**config.mk**
```make
export PLATFORM = sky130hd
export DESIGN_NAME = ff_goodness_unit_flat
export DESIGN_NICKNAME = d
export VERILOG_FILES = /design/src/rtl/ff_goodness_pkg.sv /design/src/rtl/ff_goodness_if.sv /design/src/rtl/ff_goodness_lane.sv /design/src/rtl/ff_goodness_unit.sv /design/src/flat_wrapper.sv
export SDC_FILE = /design/constraint.sdc
export NUM_CORES = 1
export LEC_CHECK = 0
export CAP_MARGIN = 25
export CORE_MARGIN = 2
export CORE_UTILIZATION = 63
export CTS_CLUSTER_DIAMETER = 30
export DETAILED_ROUTE_END_ITERATION = 10
export HOLD_SLACK_MARGIN = 0.15
export PLACE_DENSITY_LB_ADDON = 0.12
export SYNTH_ARGS = -nofsm -noshare
export SYNTH_HDL_FRONTEND = slang
export SYNTH_SLANG_ARGS = --single-unit
```
**constraint.sdc**
```tcl
create_clock -name i_clk -period 10.4 [get_ports i_clk]
set_clock_uncertainty 0.05 [all_clocks]
set_input_delay 1.56 -clock i_clk [delete_from_list [all_inputs] [get_ports i_clk]]
set_output_delay 1.56 -clock i_clk [all_outputs]
set_load 0.05 [all_outputs]
```
**src/rtl/ff_goodness_pkg.sv**
```systemverilog
// Shared types and helpers for the forward-forward goodness reduction unit:
// FSM state encoding, MODE encodings and lane-term / saturation width helpers.
package ff_goodness_pkg;

  typedef enum logic [1:0] {
    GD_IDLE  = 2'd0,
    GD_SWEEP = 2'd1,
    GD_DRAIN = 2'd2,
    GD_DONE  = 2'd3
  } gd_state_t;

  typedef enum logic {
    GD_MODE_SCNT_SQ  = 1'b0,
    GD_MODE_RELU_MEM = 1'b1
  } gd_mode_t;

  localparam int GD_GOODNESS_WIDTH = 24;

  // A lane term must hold either a squared spike count or a non-negative membrane.
  function automatic int gd_term_width(input int mem_w, input int cnt_w);
    return (2 * cnt_w > mem_w) ? 2 * cnt_w : mem_w;
  endfunction

  function automatic logic [63:0] gd_sat_max(input int width);
    return (64'd1 << width) - 64'd1;
  endfunction

endpackage

```
**src/rtl/ff_goodness_if.sv**
```systemverilog
// Bus between the goodness unit, the post-neuron SRAM read port and the
// FF-STDP learning controller.
interface ff_goodness_if
  import ff_goodness_pkg::*;
#(
  parameter int POST_NEUR_PARALLEL        = 4,
  parameter int POST_NEUR_ADDR_WIDTH      = 10,
  parameter int POST_NEUR_MEM_WIDTH       = 12,
  parameter int POST_NEUR_SPIKE_CNT_WIDTH = 7,
  parameter int GOODNESS_WIDTH            = GD_GOODNESS_WIDTH
);
  // start is a single-cycle request honoured only while busy is low; each
  // honoured start yields exactly one done pulse, and goodness/good_above_thr
  // are valid from that pulse until the next one.
  logic                                                    start;
  gd_mode_t                                                mode;
  logic [GOODNESS_WIDTH-1:0]                               goodness_thr;
  logic [POST_NEUR_SPIKE_CNT_WIDTH*POST_NEUR_PARALLEL-1:0] post_neur_s_cnt;
  logic [POST_NEUR_MEM_WIDTH*POST_NEUR_PARALLEL-1:0]       post_neur_mem_bus;
  logic                                                    gd_post_neur_cs;
  logic [POST_NEUR_ADDR_WIDTH-1:0]                         gd_post_neuron_address;
  logic                                                    busy;
  logic                                                    done;
  logic [GOODNESS_WIDTH-1:0]                               goodness;
  logic                                                    good_above_thr;

  modport master (
    output start, mode, goodness_thr, post_neur_s_cnt, post_neur_mem_bus,
    input  gd_post_neur_cs, gd_post_neuron_address, busy, done, goodness, good_above_thr
  );

  modport slave (
    input  start, mode, goodness_thr, post_neur_s_cnt, post_neur_mem_bus,
    output gd_post_neur_cs, gd_post_neuron_address, busy, done, goodness, good_above_thr
  );

endinterface

```
**src/rtl/ff_goodness_lane.sv**
```systemverilog
// One lane of the goodness reduction: squared spike count or ReLU of the
// signed membrane, selected by the latched mode.
module ff_goodness_lane
  import ff_goodness_pkg::*;
#(
  parameter int CNT_W  = 7,
  parameter int MEM_W  = 12,
  parameter int TERM_W = 14
) (
  input  gd_mode_t          i_mode,
  input  logic [CNT_W-1:0]  i_cnt,
  input  logic [MEM_W-1:0]  i_mem,
  output logic [TERM_W-1:0] o_term
);

  logic [TERM_W-1:0] w_sq;
  logic [TERM_W-1:0] w_relu;

  assign w_sq   = TERM_W'(i_cnt) * TERM_W'(i_cnt);
  assign w_relu = i_mem[MEM_W-1] ? '0 : TERM_W'(i_mem);
  assign o_term = (i_mode == GD_MODE_RELU_MEM) ? w_relu : w_sq;

endmodule

```
**src/rtl/ff_goodness_unit.sv**
```systemverilog
// Sweeps the post-neuron SRAM one lane group per cycle and reduces it into a
// saturating layer goodness, then compares it against a latched threshold.
module ff_goodness_unit
  import ff_goodness_pkg::*;
#(
  parameter int OUTPUT_NEURON             = 256,
  parameter int POST_NEUR_PARALLEL        = 4,
  parameter int POST_NEUR_ADDR_WIDTH      = 10,
  parameter int POST_NEUR_MEM_WIDTH       = 12,
  parameter int POST_NEUR_SPIKE_CNT_WIDTH = 7,
  parameter int GOODNESS_WIDTH            = GD_GOODNESS_WIDTH
) (
  input  logic          i_clk,
  input  logic          i_rst_n,
  ff_goodness_if.slave  bus,
  output gd_state_t     o_state
);

  localparam int G  = OUTPUT_NEURON / POST_NEUR_PARALLEL;
  localparam int TW = gd_term_width(POST_NEUR_MEM_WIDTH, POST_NEUR_SPIKE_CNT_WIDTH);
  localparam int SW = TW + $clog2(POST_NEUR_PARALLEL);
  localparam int AW = ((GOODNESS_WIDTH > SW) ? GOODNESS_WIDTH : SW) + 1;
  localparam logic [POST_NEUR_ADDR_WIDTH-1:0] L_ADDR_STEP = POST_NEUR_ADDR_WIDTH'(POST_NEUR_PARALLEL);
  localparam logic [POST_NEUR_ADDR_WIDTH-1:0] L_ADDR_LAST = POST_NEUR_ADDR_WIDTH'((G - 1) * POST_NEUR_PARALLEL);
  localparam logic [AW-1:0]                   L_SAT_MAX   = AW'(gd_sat_max(GOODNESS_WIDTH));

  gd_state_t                       r_state;
  gd_state_t                       w_state_next;
  gd_mode_t                        r_mode;
  logic [GOODNESS_WIDTH-1:0]       r_thr;
  logic [POST_NEUR_ADDR_WIDTH-1:0] r_addr;
  logic                            r_drain;
  logic                            r_rd_vld;
  logic                            r_s1_vld;
  logic [SW-1:0]                   r_grp_sum;
  logic [GOODNESS_WIDTH-1:0]       r_acc;
  logic [GOODNESS_WIDTH-1:0]       r_goodness;
  logic                            r_above;
  logic                            w_cs;
  logic [TW-1:0]                   w_term [POST_NEUR_PARALLEL];
  logic [SW-1:0]                   w_grp_sum;
  logic [AW-1:0]                   w_acc_sum;
  logic [GOODNESS_WIDTH-1:0]       w_acc_next;

  for (genvar l = 0; l < POST_NEUR_PARALLEL; l++) begin : g_lane
    ff_goodness_lane #(
      .CNT_W  (POST_NEUR_SPIKE_CNT_WIDTH),
      .MEM_W  (POST_NEUR_MEM_WIDTH),
      .TERM_W (TW)
    ) u_lane (
      .i_mode (r_mode),
      .i_cnt  (bus.post_neur_s_cnt[l*POST_NEUR_SPIKE_CNT_WIDTH +: POST_NEUR_SPIKE_CNT_WIDTH]),
      .i_mem  (bus.post_neur_mem_bus[l*POST_NEUR_MEM_WIDTH +: POST_NEUR_MEM_WIDTH]),
      .o_term (w_term[l])
    );
  end

  always_comb begin
    w_grp_sum = '0;
    for (int l = 0; l < POST_NEUR_PARALLEL; l++) begin
      w_grp_sum = w_grp_sum + SW'(w_term[l]);
    end
  end

  // Terms are never negative, so clamping each step equals clamping the total.
  assign w_acc_sum  = AW'(r_acc) + AW'(r_grp_sum);
  assign w_acc_next = !r_s1_vld ? r_acc :
                      (w_acc_sum > L_SAT_MAX) ? GOODNESS_WIDTH'(L_SAT_MAX) :
                      GOODNESS_WIDTH'(w_acc_sum);

  always_ff @(posedge i_clk or negedge i_rst_n) begin
    if (!i_rst_n) r_state <= GD_IDLE;
    else          r_state <= w_state_next;
  end

  always_comb begin
    w_state_next = r_state;
    case (r_state)
      GD_IDLE:  if (bus.start) w_state_next = GD_SWEEP;
      GD_SWEEP: if (r_addr == L_ADDR_LAST) w_state_next = GD_DRAIN;
      GD_DRAIN: if (r_drain) w_state_next = GD_DONE;
      GD_DONE:  w_state_next = GD_IDLE;
      default:  w_state_next = GD_IDLE;
    endcase
  end

  always_comb begin
    w_cs                       = (r_state == GD_SWEEP);
    bus.gd_post_neur_cs        = w_cs;
    bus.gd_post_neuron_address = w_cs ? r_addr : '0;
    bus.busy                   = (r_state != GD_IDLE);
    bus.done                   = (r_state == GD_DONE);
    bus.goodness               = r_goodness;
    bus.good_above_thr         = r_above;
    o_state                    = r_state;
  end

  always_ff @(posedge i_clk or negedge i_rst_n) begin
    if (!i_rst_n) begin
      r_mode     <= GD_MODE_SCNT_SQ;
      r_thr      <= '0;
      r_addr     <= '0;
      r_drain    <= 1'b0;
      r_rd_vld   <= 1'b0;
      r_s1_vld   <= 1'b0;
      r_grp_sum  <= '0;
      r_acc      <= '0;
      r_goodness <= '0;
      r_above    <= 1'b0;
    end else begin
      r_rd_vld  <= w_cs;
      r_s1_vld  <= r_rd_vld;
      r_grp_sum <= w_grp_sum;
      if (r_state == GD_IDLE && bus.start) begin
        r_mode  <= bus.mode;
        r_thr   <= bus.goodness_thr;
        r_addr  <= '0;
        r_drain <= 1'b0;
        r_acc   <= '0;
      end else begin
        r_acc <= w_acc_next;
      end
      if (r_state == GD_SWEEP) r_addr <= r_addr + L_ADDR_STEP;
      if (r_state == GD_DRAIN) r_drain <= ~r_drain;
      // The last group lands in the final drain cycle, so results use the next value.
      if (r_state == GD_DRAIN && r_drain) begin
        r_goodness <= w_acc_next;
        r_above    <= (w_acc_next > r_thr);
      end
    end
  end

endmodule

```
**src/flat_wrapper.sv**
```systemverilog
// flat-port wrapper written by rule: the top's interface ports become plain ports
module ff_goodness_unit_flat import ff_goodness_pkg::*;
#(
  parameter int OUTPUT_NEURON             = 256,
  parameter int POST_NEUR_PARALLEL        = 4,
  parameter int POST_NEUR_ADDR_WIDTH      = 10,
  parameter int POST_NEUR_MEM_WIDTH       = 12,
  parameter int POST_NEUR_SPIKE_CNT_WIDTH = 7,
  parameter int GOODNESS_WIDTH            = GD_GOODNESS_WIDTH
)
  (i_clk, i_rst_n, o_state, bus_start, bus_mode, bus_goodness_thr, bus_post_neur_s_cnt, bus_post_neur_mem_bus, bus_gd_post_neur_cs, bus_gd_post_neuron_address, bus_busy, bus_done, bus_goodness, bus_good_above_thr);
  ff_goodness_if #(.POST_NEUR_PARALLEL(POST_NEUR_PARALLEL), .POST_NEUR_ADDR_WIDTH(POST_NEUR_ADDR_WIDTH), .POST_NEUR_MEM_WIDTH(POST_NEUR_MEM_WIDTH), .POST_NEUR_SPIKE_CNT_WIDTH(POST_NEUR_SPIKE_CNT_WIDTH), .GOODNESS_WIDTH(GOODNESS_WIDTH)) bus_i ();
  input  logic i_clk;
  input  logic i_rst_n;
  output gd_state_t o_state;
  input wire logic [$bits(bus_i.start)-1:0] bus_start;
  input wire logic [$bits(bus_i.mode)-1:0] bus_mode;
  input wire logic [$bits(bus_i.goodness_thr)-1:0] bus_goodness_thr;
  input wire logic [$bits(bus_i.post_neur_s_cnt)-1:0] bus_post_neur_s_cnt;
  input wire logic [$bits(bus_i.post_neur_mem_bus)-1:0] bus_post_neur_mem_bus;
  output wire logic [$bits(bus_i.gd_post_neur_cs)-1:0] bus_gd_post_neur_cs;
  output wire logic [$bits(bus_i.gd_post_neuron_address)-1:0] bus_gd_post_neuron_address;
  output wire logic [$bits(bus_i.busy)-1:0] bus_busy;
  output wire logic [$bits(bus_i.done)-1:0] bus_done;
  output wire logic [$bits(bus_i.goodness)-1:0] bus_goodness;
  output wire logic [$bits(bus_i.good_above_thr)-1:0] bus_good_above_thr;
  assign bus_i.start = bus_start;
  assign bus_i.mode = bus_mode;
  assign bus_i.goodness_thr = bus_goodness_thr;
  assign bus_i.post_neur_s_cnt = bus_post_neur_s_cnt;
  assign bus_i.post_neur_mem_bus = bus_post_neur_mem_bus;
  assign bus_gd_post_neur_cs = bus_i.gd_post_neur_cs;
  assign bus_gd_post_neuron_address = bus_i.gd_post_neuron_address;
  assign bus_busy = bus_i.busy;
  assign bus_done = bus_i.done;
  assign bus_goodness = bus_i.goodness;
  assign bus_good_above_thr = bus_i.good_above_thr;
  ff_goodness_unit #(.OUTPUT_NEURON(OUTPUT_NEURON), .POST_NEUR_PARALLEL(POST_NEUR_PARALLEL), .POST_NEUR_ADDR_WIDTH(POST_NEUR_ADDR_WIDTH), .POST_NEUR_MEM_WIDTH(POST_NEUR_MEM_WIDTH), .POST_NEUR_SPIKE_CNT_WIDTH(POST_NEUR_SPIKE_CNT_WIDTH), .GOODNESS_WIDTH(GOODNESS_WIDTH)) u_core (.i_clk(i_clk), .i_rst_n(i_rst_n), .bus(bus_i), .o_state(o_state));
endmodule
```
==> results.tsv, run 1 <==
stage	metric	value	unit
placed_design	gp_congestion	0.9186	
clocking	clock_sinks	103	
logic_synthesis	synthArstFlopShare	100.0	%
final_layout	diodes	0	
global_route	grt_usage	29.05	%
die	fp.dieH	142.8	um
drt	wl_per_cell	15.87	um
status	status	finished, final reports clean	
logic_synthesis	ys_seq_area_share	21.24	%
timing	finalHoldViolations	0	
clocking	cts_tree	built	
logic_synthesis	ys_seq_elements	103	
job	max-cap-violations	0	
logic_synthesis	synth_top_area_share	21.24	%
timing	max_slew_margin	45.09	%
timing	worst-slew-pin-transition	0.8237	ns
power_and_ir_drop	power.density	183.4	mW/mm2
power_and_ir_drop	p_leak	6.835	nW
global_route	grt_max_degree	71	
placed_design	pre_cts_slack	1.506	ns
worst_hold_path	worstHoldPathCells	0	
critical_path	worstPathArrival	8.87	ns
logic_synthesis	synth_area_leaders	dfrtp_1 (21%), ha_1 (18%), fa_1 (12%), nand2_1 (5.1%), inv_1 (4.5%)	
clocking	cts-buffers-inserted	9	
global_route	grt_first_pass_wirelength	48180	um
logic_synthesis	netlist_area	0.01214	mm2
final_layout	postLayoutCoreUtil	74.56	%
die	initial_utilization	64.45	%
drt	via_per_inst	5.690	
drt	drt-initial-drc-count	479	
clocking	root_buffer	clkbuf_16	
timing	finalMaxSlewViolations	0	
final_layout	nets	1883	
die	die_w	142.8	um
clocking	cts_resized	0	
logic_synthesis	yosysWarningCount	0	
logic_synthesis	ys_types	70	
die	row_count	50	
global_route	antenna_found_initial	0	
drt	drc	0	
critical_path	crit_type	input pin to flip-flop	
timing	tns	0	ns
final_layout	layout-drive-gt1-share	4.029	%
timing	final.setup.worst_slack	1.769	ns
final_layout	regArea	0.002577	mm2
worst_hold_path	min_path_type	flip-flop to flip-flop	
clocking	htreeDepth	3	
clocking	clkTransAtPathRegs	0.08	ns
logic_synthesis	synth.avg_cell_area	8.541	um2
power_and_ir_drop	ir_worst_vdd	0.1231	mV
drt	ant_nets	0	
clocking	cts.hold.buffers_added	0	
drt	wl	28550	um
final_layout	multi_input_area	0.008821	mm2
timing	min_period_over_period	82.99	%
drt	vias	10240	
timing	grt_setup_unrepaired	no	
critical_path	r2r_cells	21	
global_route	grt_pass1_vias	10240	
logic_synthesis	synth_edf_count	0	
timing	setup_viol	0	
placed_design	place_hpwl	23190	um
logic_synthesis	synth_ff_type	dfrtp_1	
clocking	clockBufferDepth	2	
drt	first_pass_iters	5	
critical_path	crit_path_end_kind	flip-flop	
clocking	worstSkewPairLatency	0.36	ns
clocking	cts_setup_buffers	0	
critical_path	cp.required	10.63	ns
placed_design	port_buffers	141	
critical_path	worst-path-max-fanout	12	
timing	timing.fmax	0.1159	GHz
die	core	0.01883	mm2
timing	finalWorstPathRequiredPeriod	8.631	ns
die	dieArea	0.02039	mm2
logic_synthesis	yosys.area.top_type	dfrtp_1	
final_layout	syn_to_final_growth	15.69	%
die	num_io_pins	144	
critical_path	worst_setup_path_start_kind	input pin	
final_layout	fillCellCount	1462	
logic_synthesis	postSynthCellCount	1421	
global_route	gr-total-overflow	0	
==> sequential cells by signal (all words and copies together), names as in the netlist <==
register,cells
u_core.r_rd_vld,1
u_core.r_thr,24
u_core.o_state,2
u_core.r_grp_sum,16
u_core.bus.goodness,24
u_core.r_acc,24
u_core.r_addr,8
u_core.r_mode,1
u_core.r_drain,1
u_core.r_s1_vld,1
u_core.bus.good_above_thr,1
==> logic make-up after synthesis <==
logic type	Yosys count	synth area share [%]
simple gates	483	19.01
mux	12	1.062
xor+xnor	97	7.000
compound gates	289	15.82
flops	103	21.24
fa+ha+maj	245	29.71
buf+inv	191	6.124
other cells	1	0.03090
==> per-layer routing <==
| layer | vias to the layer above | routed length [um] | global-route usage (%) |
|---|---|---|---|
| met1 | 4856 | 12540 | 38.12 |
| met4 | 0 | 731 | 9.588 |
| li1 | 5065 | - | - |
| met3 | 47 | 1290 | 2.549 |
| met2 | 269 | 13980 | 50.81 |
| met5 | - | 0 | 0 |
==> cells in the mapped netlist (all sizes together), types with 2 or more instances <==
| library cell | n |
|---|---|
| ha | 173 |
| nand2 | 165 |
| inv | 146 |
| o21ai | 104 |
| dfrtp | 103 |
| nor2 | 98 |
| and2 | 75 |
| fa | 72 |
| xnor2 | 59 |
| a21oi | 58 |
| xor2 | 38 |
| clkbuf | 37 |
| nor3 | 30 |
| nand3 | 28 |
| and3 | 17 |
| a21o | 16 |
| nor2b | 16 |
| or3 | 15 |
| nand2b | 14 |
| o211ai | 14 |
| a211oi | 12 |
| nand4 | 11 |
| o21a | 10 |
| o31ai | 9 |
| a31oi | 8 |
| buf | 8 |
| o22ai | 8 |
| a31o | 7 |
| mux2 | 7 |
| o21bai | 6 |
| or2 | 6 |
| a22oi | 5 |
| mux2i | 5 |
| a32o | 4 |
| a41oi | 3 |
| o2111ai | 3 |
| o41ai | 3 |
| a2111oi | 2 |
| a21boi | 2 |
| a32oi | 2 |
| and3b | 2 |
| nand3b | 2 |
| o311ai | 2 |
==> worst max-delay path, stage by stage <==
cell	delay, ns
clkdlybuf4s50_1	0.68
nand2_1	0.17
xor2_1	0.17
ha_1	0.28
inv_1	0.05
fa_1	0.52
inv_1	0.05
fa_1	0.52
inv_1	0.05
fa_1	0.53
inv_1	0.04
ha_1	0.34
o21ai_0	0.20
a21oi_1	0.09
o41ai_1	0.43
xor2_1	0.17
o21ai_0	0.11
ha_1	0.25
or3_1	0.33
o211ai_1	0.26
xnor2_1	0.17
fa_1	0.55
inv_1	0.04
ha_1	0.24
o41ai_1	0.58
o21bai_1	0.12
a21oi_1	0.20
xnor2_1	0.13
==> placed cells by master, fill, tap and decap left out, drive strengths merged, types with 16 or more instances in the layout <==
cell type,Yosys,routed
ha,173,173
nand2,165,165
inv,146,150
clkdlybuf4s50,0,140
o21ai,104,104
dfrtp,103,103
nor2,98,98
and2,75,75
fa,72,72
xnor2,59,59
a21oi,58,58
xor2,38,38
nor3,30,30
nand3,28,28
and3,17,17
nor2b,16,16
a21o,16,16
==> power breakdown <==
part | total [W] | switching (W) | internal [W]
Sequential | 0.000524 | 0.0000474 | 0.000477
Clock | 0.000363 | 0.000168 | 0.000195
Combinational | 0.00169 | 0.000978 | 0.000710
Total | 0.00258 | 0.00119 | 0.00138
==> per-stage QoR <==
stage	cells	hold slack [ns]	cell area, um2	total power (W)
finish	1799	0.3075	14040	0.002575
global route	1799	0.3257	14040	0.002791
CTS	1799	0.3111	14040	0.002563
detailed placement	1783	0.2932	13720	0.002177
global placement	1783	0.2838	13720	0.002119
floorplan	1422	0.2812	12140	0.001788
==> final timing paths <==
kind                                           start                                   to  slack [ns]
setup / recovery              bus_post_neur_s_cnt[1]       u_core.r_grp_sum[14]$_DFF_PN0_        1.77
min in group asynchronous                    i_rst_n         u_core.r_addr[4]$_DFFE_PN0P_        1.09
max in group asynchronous                    i_rst_n  u_core.bus.goodness[23]$_DFFE_PN0P_        8.01
hold reg to reg            u_core.r_rd_vld$_DFF_PN0_            u_core.r_s1_vld$_DFF_PN0_        0.31
hold / removal             u_core.r_rd_vld$_DFF_PN0_            u_core.r_s1_vld$_DFF_PN0_        0.31
setup reg to reg           u_core.r_mode$_DFFE_PN0P_       u_core.r_grp_sum[14]$_DFF_PN0_        4.58
==> final cells by class <==
type / count / area share (%)
timing repair buffer: 146 / 10.30
sequential: 103 / 18.36
inverter: 146 / 3.903
clock buffer: 9 / 1.604
tap: 260 / 2.317
multi-input combinational: 1128 / 62.82
clock inverter: 7 / 0.6951
Note: power is estimated with default switching activity, not from simulation.
==> inputs of run 2 (changes only) <==
--- a/config.mk
+++ b/config.mk
@@ -7,7 +7,7 @@
 export LEC_CHECK = 0
 export CAP_MARGIN = 25
 export CORE_MARGIN = 2
-export CORE_UTILIZATION = 63
+export CORE_UTILIZATION = 58
 export CTS_CLUSTER_DIAMETER = 30
 export DETAILED_ROUTE_END_ITERATION = 10
 export HOLD_SLACK_MARGIN = 0.15
==> constraint.sdc (replaced) <==
create_clock -name i_clk -period 8.78 [get_ports i_clk]
set_clock_uncertainty 0.05 [all_clocks]
set_input_delay 1.317 -clock i_clk [delete_from_list [all_inputs] [get_ports i_clk]]
set_output_delay 1.317 -clock i_clk [all_outputs]
set_load 0.05 [all_outputs]
==> run 2 against run 1 <==
  * Wire length barely moved
  * Hold slack got worse by 0.0044 ns
  * Count of clock-buffer cells in the layout did not move
  * Flip-flop and latch count did not move
  * Combinational power rose by 17%
  * Clock power rose by 16%
  * Utilization fell by 5.4 points
  * Critical path depth rose by 1
  * Design area rose by 0.29%
  * Sequential power rose by 18%
==> results.tsv, run 2 (same netlist as run 1, synthesis figures left out) <==
stage	metric	value	unit
status	status	finished, final reports clean	
timing	max_slew_margin	48.43	%
die	fp.dieH	148.7	um
clocking	clockBufferDepth	2	
clocking	cts_resized	0	
power_and_ir_drop	p_leak	6.853	nW
critical_path	cp.required	8.97	ns
drt	via_per_inst	5.659	
timing	finalHoldViolations	0	
critical_path	cp_slowest_stage_delay	0.57	ns
critical_path	cp_slowest_cell	fa_1	
drt	wl_per_cell	15.76	um
power_and_ir_drop	fin_total_pwr	0.003022	W
die	die_w	148.7	um
timing	finalWorstPathRequiredPeriod	8.195	ns
clocking	worstSkewPairLatency	0.35	ns
final_layout	layout-drive-gt1-share	4.342	%
timing	timing.fmax	0.1220	GHz
die	row_count	52	
worst_hold_path	min_path_type	flip-flop to flip-flop	
critical_path	worstPathArrival	8.38	ns
timing	finalMaxSlewViolations	0	
placed_design	dpl_cell_area	0.01376	mm2
final_layout	layout_common_cells	ha_1 (173), nand2_1 (165), inv_1 (146)	
final_layout	instances_no_fill	1813	
final_layout	nets	1887	
timing	tns	0	ns
placed_design	dp.cells	1797	
timing	grt_setup_unrepaired	no	
global_route	grt_max_degree	71	
timing	setup_viol	0	
drt	ant_nets	0	
die	dieArea	0.02210	mm2
placed_design	gp_congestion	0.9482	
global_route	antenna_found_initial	1	
drt	drt-initial-drc-count	508	
die	initial_utilization	59.60	%
critical_path	worst_setup_path_start_kind	input pin	
clocking	cts-buffers-inserted	9	
timing	holdWs	0.3031	ns
critical_path	crit_path_end_kind	flip-flop	
critical_path	crit_type	input pin to flip-flop	
final_layout	syn_to_final_growth	16.03	%
global_route	grt_usage	26.74	%
clocking	clock_sinks	103	
critical_path	crit_top_cell	inv_1	
timing	worst-slew-pin-transition	0.7707	ns
placed_design	place_hpwl	23060	um
timing	min_period_over_period	93.34	%
final_layout	final_cell_area	0.01408	mm2
global_route	grt_first_pass_wirelength	48430	um
power_and_ir_drop	power.density	214.6	mW/mm2
clocking	htreeDepth	3	
clocking	cts_setup_buffers	0	
placed_design	port_buffers	141	
final_layout	diodes	0	
drt	drc	0	
clocking	clkTransAtPathRegs	0.08	ns
final_layout	fillCellCount	1707	
die	num_io_pins	144	
job	max-cap-violations	0	
clocking	cts_tree	built	
power_and_ir_drop	ir_worst_vdd	0.1745	mV
drt	wl	28570	um
drt	first_pass_iters	5	
final_layout	final_common_cell	ha_1	
critical_path	worst-path-max-fanout	6	
clocking	root_buffer	clkbuf_16	
drt	vias	10260	
global_route	grt_pass1_vias	10070	
global_route	gr-total-overflow	0	
clocking	cts.hold.buffers_added	0	
die	core	0.02036	mm2
run 2: layer usage:
metal	wire length, um	vias to the layer above	track usage (%)
met2	13780	291	47.06
met1	12790	4871	35.60
li1	-	5058	-
met5	0	-	0
met4	594	0	7.190
met3	1403	39	2.301
run 2: path summary, 6_finish.rpt:
kind / start / end / slack, ns / depth (start not counted)
max reg2reg: u_core.r_mode$_DFFE_PN0P_ / u_core.r_grp_sum[14]$_DFF_PN0_ / 3.47 / 22
max: bus_post_neur_s_cnt[4] / u_core.r_grp_sum[15]$_DFF_PN0_ / 0.58 / 29
min: u_core.r_rd_vld$_DFF_PN0_ / u_core.r_s1_vld$_DFF_PN0_ / 0.30 / 0
min reg2reg: u_core.r_rd_vld$_DFF_PN0_ / u_core.r_s1_vld$_DFF_PN0_ / 0.30 / 0
max in group asynchronous: i_rst_n / u_core.bus.goodness[8]$_DFFE_PN0P_ / 6.63 / 2
min in group asynchronous: i_rst_n / u_core.r_addr[7]$_DFFE_PN0P_ / 0.89 / 1
run 2: layout make-up:
| class | count | area, um2 | share of cell area [%] |
|---|---|---|---|
| Tap cell | 270 | 337.8 | 2.399 |
| Clock inverter | 7 | 88.84 | 0.6308 |
| Clock buffer | 9 | 225.2 | 1.599 |
| Multi-Input combinational cell | 1128 | 8828 | 62.69 |
| Sequential cell | 103 | 2577 | 18.30 |
| Timing Repair Buffer | 150 | 1476 | 10.48 |
| Inverter | 146 | 548.0 | 3.892 |
run 2: critical path: cells and delay by family:
| kind | cells | cell delay [ns] |
|---|---|---|
| buf+inv | 6 | 0.92 |
| compound gates | 9 | 1.58 |
| fa+ha+maj | 8 | 3.23 |
| xor+xnor | 3 | 0.52 |
| simple gates | 3 | 0.81 |
run 2: report_power, final:
| group | internal (W) | total, W | leakage (nW) | switching [W] |
|---|---|---|---|---|
| registers | 0.000565 | 0.000620 | 1.18 | 0.0000556 |
| logic | 0.000840 | 0.00198 | 5.53 | 0.00114 |
| clock network | 0.000227 | 0.000420 | 0.150 | 0.000193 |
run 2: stage by stage:
stage	utilization [%]	setup WS, ns
final	69.15	0.5849
after CTS	69.11	0.5031
after floorplan	-	1.171
after global routing	69.15	0.1474
after detailed placement	67.57	0.1529
after global placement	67.57	0.4146
==> inputs of run 3 (changes only) <==
--- a/config.mk
+++ b/config.mk
@@ -7,7 +7,7 @@
 export LEC_CHECK = 0
 export CAP_MARGIN = 25
 export CORE_MARGIN = 2
-export CORE_UTILIZATION = 58
+export CORE_UTILIZATION = 55
 export CTS_CLUSTER_DIAMETER = 30
 export DETAILED_ROUTE_END_ITERATION = 10
 export HOLD_SLACK_MARGIN = 0.15
==> run 3 against run 2 <==
  * Wire length is the same
  * Largest power group unchanged
  * Clock power hardly changed
  * Utilization shrank 4.4 points
  * Fmax shrank 0.49%
  * Die area is 5.3% higher
  * Non-clock buffer count did not move
  * Critical path depth up 2
  * Combinational power about the same
  * Power is 0.66% lower
  * Highest routed layer unchanged
  * Register-to-register slack lost 0.09 ns
  * First-iteration DRC count is 6.1% lower
==> results.tsv, run 3 (same netlist as run 1, synthesis figures left out) <==
stage	metric	value	unit
status	status	finished, final reports clean	
final_layout	syn_to_final_growth	16.05	%
clocking	cts_tree	built	
placed_design	gp_congestion	0.9107	
drt	via_per_inst	5.538	
die	row_count	54	
final_layout	nets	1887	
drt	wl_met3	1105	um
drt	wl_per_cell	15.67	um
final_layout	layout_common_cells	ha_1 (173), nand2_1 (165), inv_1 (146)	
die	num_io_pins	144	
job	max-cap-violations	0	
timing	min_period_over_period	93.80	%
drt	first_pass_iters	5	
die	core	0.02176	mm2
critical_path	cp_slowest_cell	clkdlybuf4s50_1	
clocking	cts.hold.buffers_added	0	
global_route	grt_first_pass_wirelength	48690	um
drt	drt-initial-drc-count	477	
critical_path	worst-path-max-fanout	10	
placed_design	port_buffers	141	
critical_path	crit_top_cell	inv_1	
drt	drc	0	
global_route	antenna_found_initial	0	
die	die_w	152.6	um
power_and_ir_drop	ir_worst_vdd	0.1423	mV
drt	wl	28570	um
drt	top_layer_used	met4	
timing	timing.fmax	0.1214	GHz
critical_path	cp.required	9.01	ns
die	fp.dieH	152.6	um
critical_path	worst_setup_path_start_kind	input pin	
critical_path	cp_slowest_stage_delay	0.65	ns
drt	met2_length	14060	um
global_route	gr-total-overflow	0	
clocking	worstSkewPairLatency	0.35	ns
die	dieArea	0.02327	mm2
critical_path	crit_type	input pin to flip-flop	
timing	finalHoldViolations	0	
timing	finalWorstPathRequiredPeriod	8.235	ns
timing	grt_setup_unrepaired	no	
die	initial_utilization	55.79	%
drt	vias	10100	
clocking	clockBufferDepth	2	
final_layout	diodes	0	
critical_path	crit_path_end_kind	flip-flop	
clocking	clock_sinks	103	
timing	finalMaxSlewViolations	0	
placed_design	place_hpwl	23340	um
power_and_ir_drop	p_leak	6.847	nW
global_route	grt_pass1_vias	10080	
clocking	root_buffer	clkbuf_16	
power_and_ir_drop	fin_total_pwr	0.003002	W
final_layout	final_common_cell	ha_1	
timing	tns	0	ns
clocking	cts_resized	0	
timing	max_slew_margin	41.97	%
final_layout	layout-drive-gt1-share	4.277	%
clocking	cts-buffers-inserted	9	
clocking	clkTransAtPathRegs	0.07	ns
clocking	cts_setup_buffers	0	
timing	setup_viol	0	
worst_hold_path	min_path_type	flip-flop to flip-flop	
critical_path	worstPathArrival	8.46	ns
global_route	grt_max_degree	71	
global_route	grt_usage	25.13	%
drt	wl_met1	13050	um
critical_path	critPathBufInv	6	
critical_path	crit_family	adder cells	
power_and_ir_drop	power.density	213.2	mW/mm2
clocking	htreeDepth	3	
timing	worst-slew-pin-transition	0.8672	ns
drt	ant_nets	0	
run 3: changes by cell type in the layout (fill, tap and decap cells not counted), sizes merged:
cell / previous run / this run
clkinv: 2 / 1
inv: 149 / 150
run 3: worst register-to-register path, delay by kind of cell (launching register included):
family	cells	cell delay (ns)
flip-flops	1	0.37
AND/OR/NAND/NOR	3	0.51
buffers and inverters	4	0.74
XOR/XNOR	2	0.44
AO/OA/AOI/OAI	9	1.74
adder cells (fa/ha/maj)	4	1.48
run 3: stage by stage:
step / util [%] / setup WS, ns / hold slack, ns / std cells / instance area [um2]
global route: 64.74 / 0.02377 / 0.3338 / 1823 / 14080
detailed placement: 63.31 / 0.2342 / 0.2896 / 1807 / 13770
floorplan: - / 1.171 / 0.2812 / 1422 / 12140
CTS: 64.74 / 0.5608 / 0.3138 / 1823 / 14080
finish: 64.74 / 0.5446 / 0.3122 / 1823 / 14080
global placement: 63.31 / 0.3911 / 0.2872 / 1807 / 13770
run 3: metal layers:
| layer | GRT usage (%) | vias up |
|---|---|---|
| met5 | 0 | - |
| met4 | 5.644 | 0 |
| met3 | 2.929 | 31 |
| met2 | 44.70 | 224 |
| met1 | 33.04 | 4760 |
| li1 | - | 5080 |
run 3: path summary, 6_finish.rpt:
check                                          startpoint                                  to  slack [ns]  cells after the start
worst max-delay path               bus_post_neur_s_cnt[7]      u_core.r_grp_sum[14]$_DFF_PN0_        0.54                     31
worst min-delay path            u_core.r_rd_vld$_DFF_PN0_           u_core.r_s1_vld$_DFF_PN0_        0.31                      0
worst max register to register  u_core.r_mode$_DFFE_PN0P_      u_core.r_grp_sum[14]$_DFF_PN0_        3.38                     22
worst min register to register  u_core.r_rd_vld$_DFF_PN0_           u_core.r_s1_vld$_DFF_PN0_        0.31                      0
max in group asynchronous                         i_rst_n  u_core.bus.goodness[2]$_DFFE_PN0P_        6.60                      2
min in group asynchronous                         i_rst_n        u_core.r_addr[6]$_DFFE_PN0P_        0.88                      1
run 3: cell type report:
class / count / area, um2
clock inverter: 7 / 86.33
inverter: 146 / 548.0
timing repair buffer: 150 / 1476
tap: 280 / 350.3
clock buffer: 9 / 225.2
multi-input combinational: 1128 / 8821
fill: 1904 / 7671
sequential: 103 / 2577
run 3: where the power goes:
| part | switching (W) | total [W] | internal (W) |
|---|---|---|---|
| clock | 0.000192 | 0.000420 | 0.000228 |
| combinational | 0.00113 | 0.00196 | 0.000837 |
| sequential | 0.0000543 | 0.000619 | 0.000565 |
| total | 0.00137 | 0.00300 | 0.00163 |
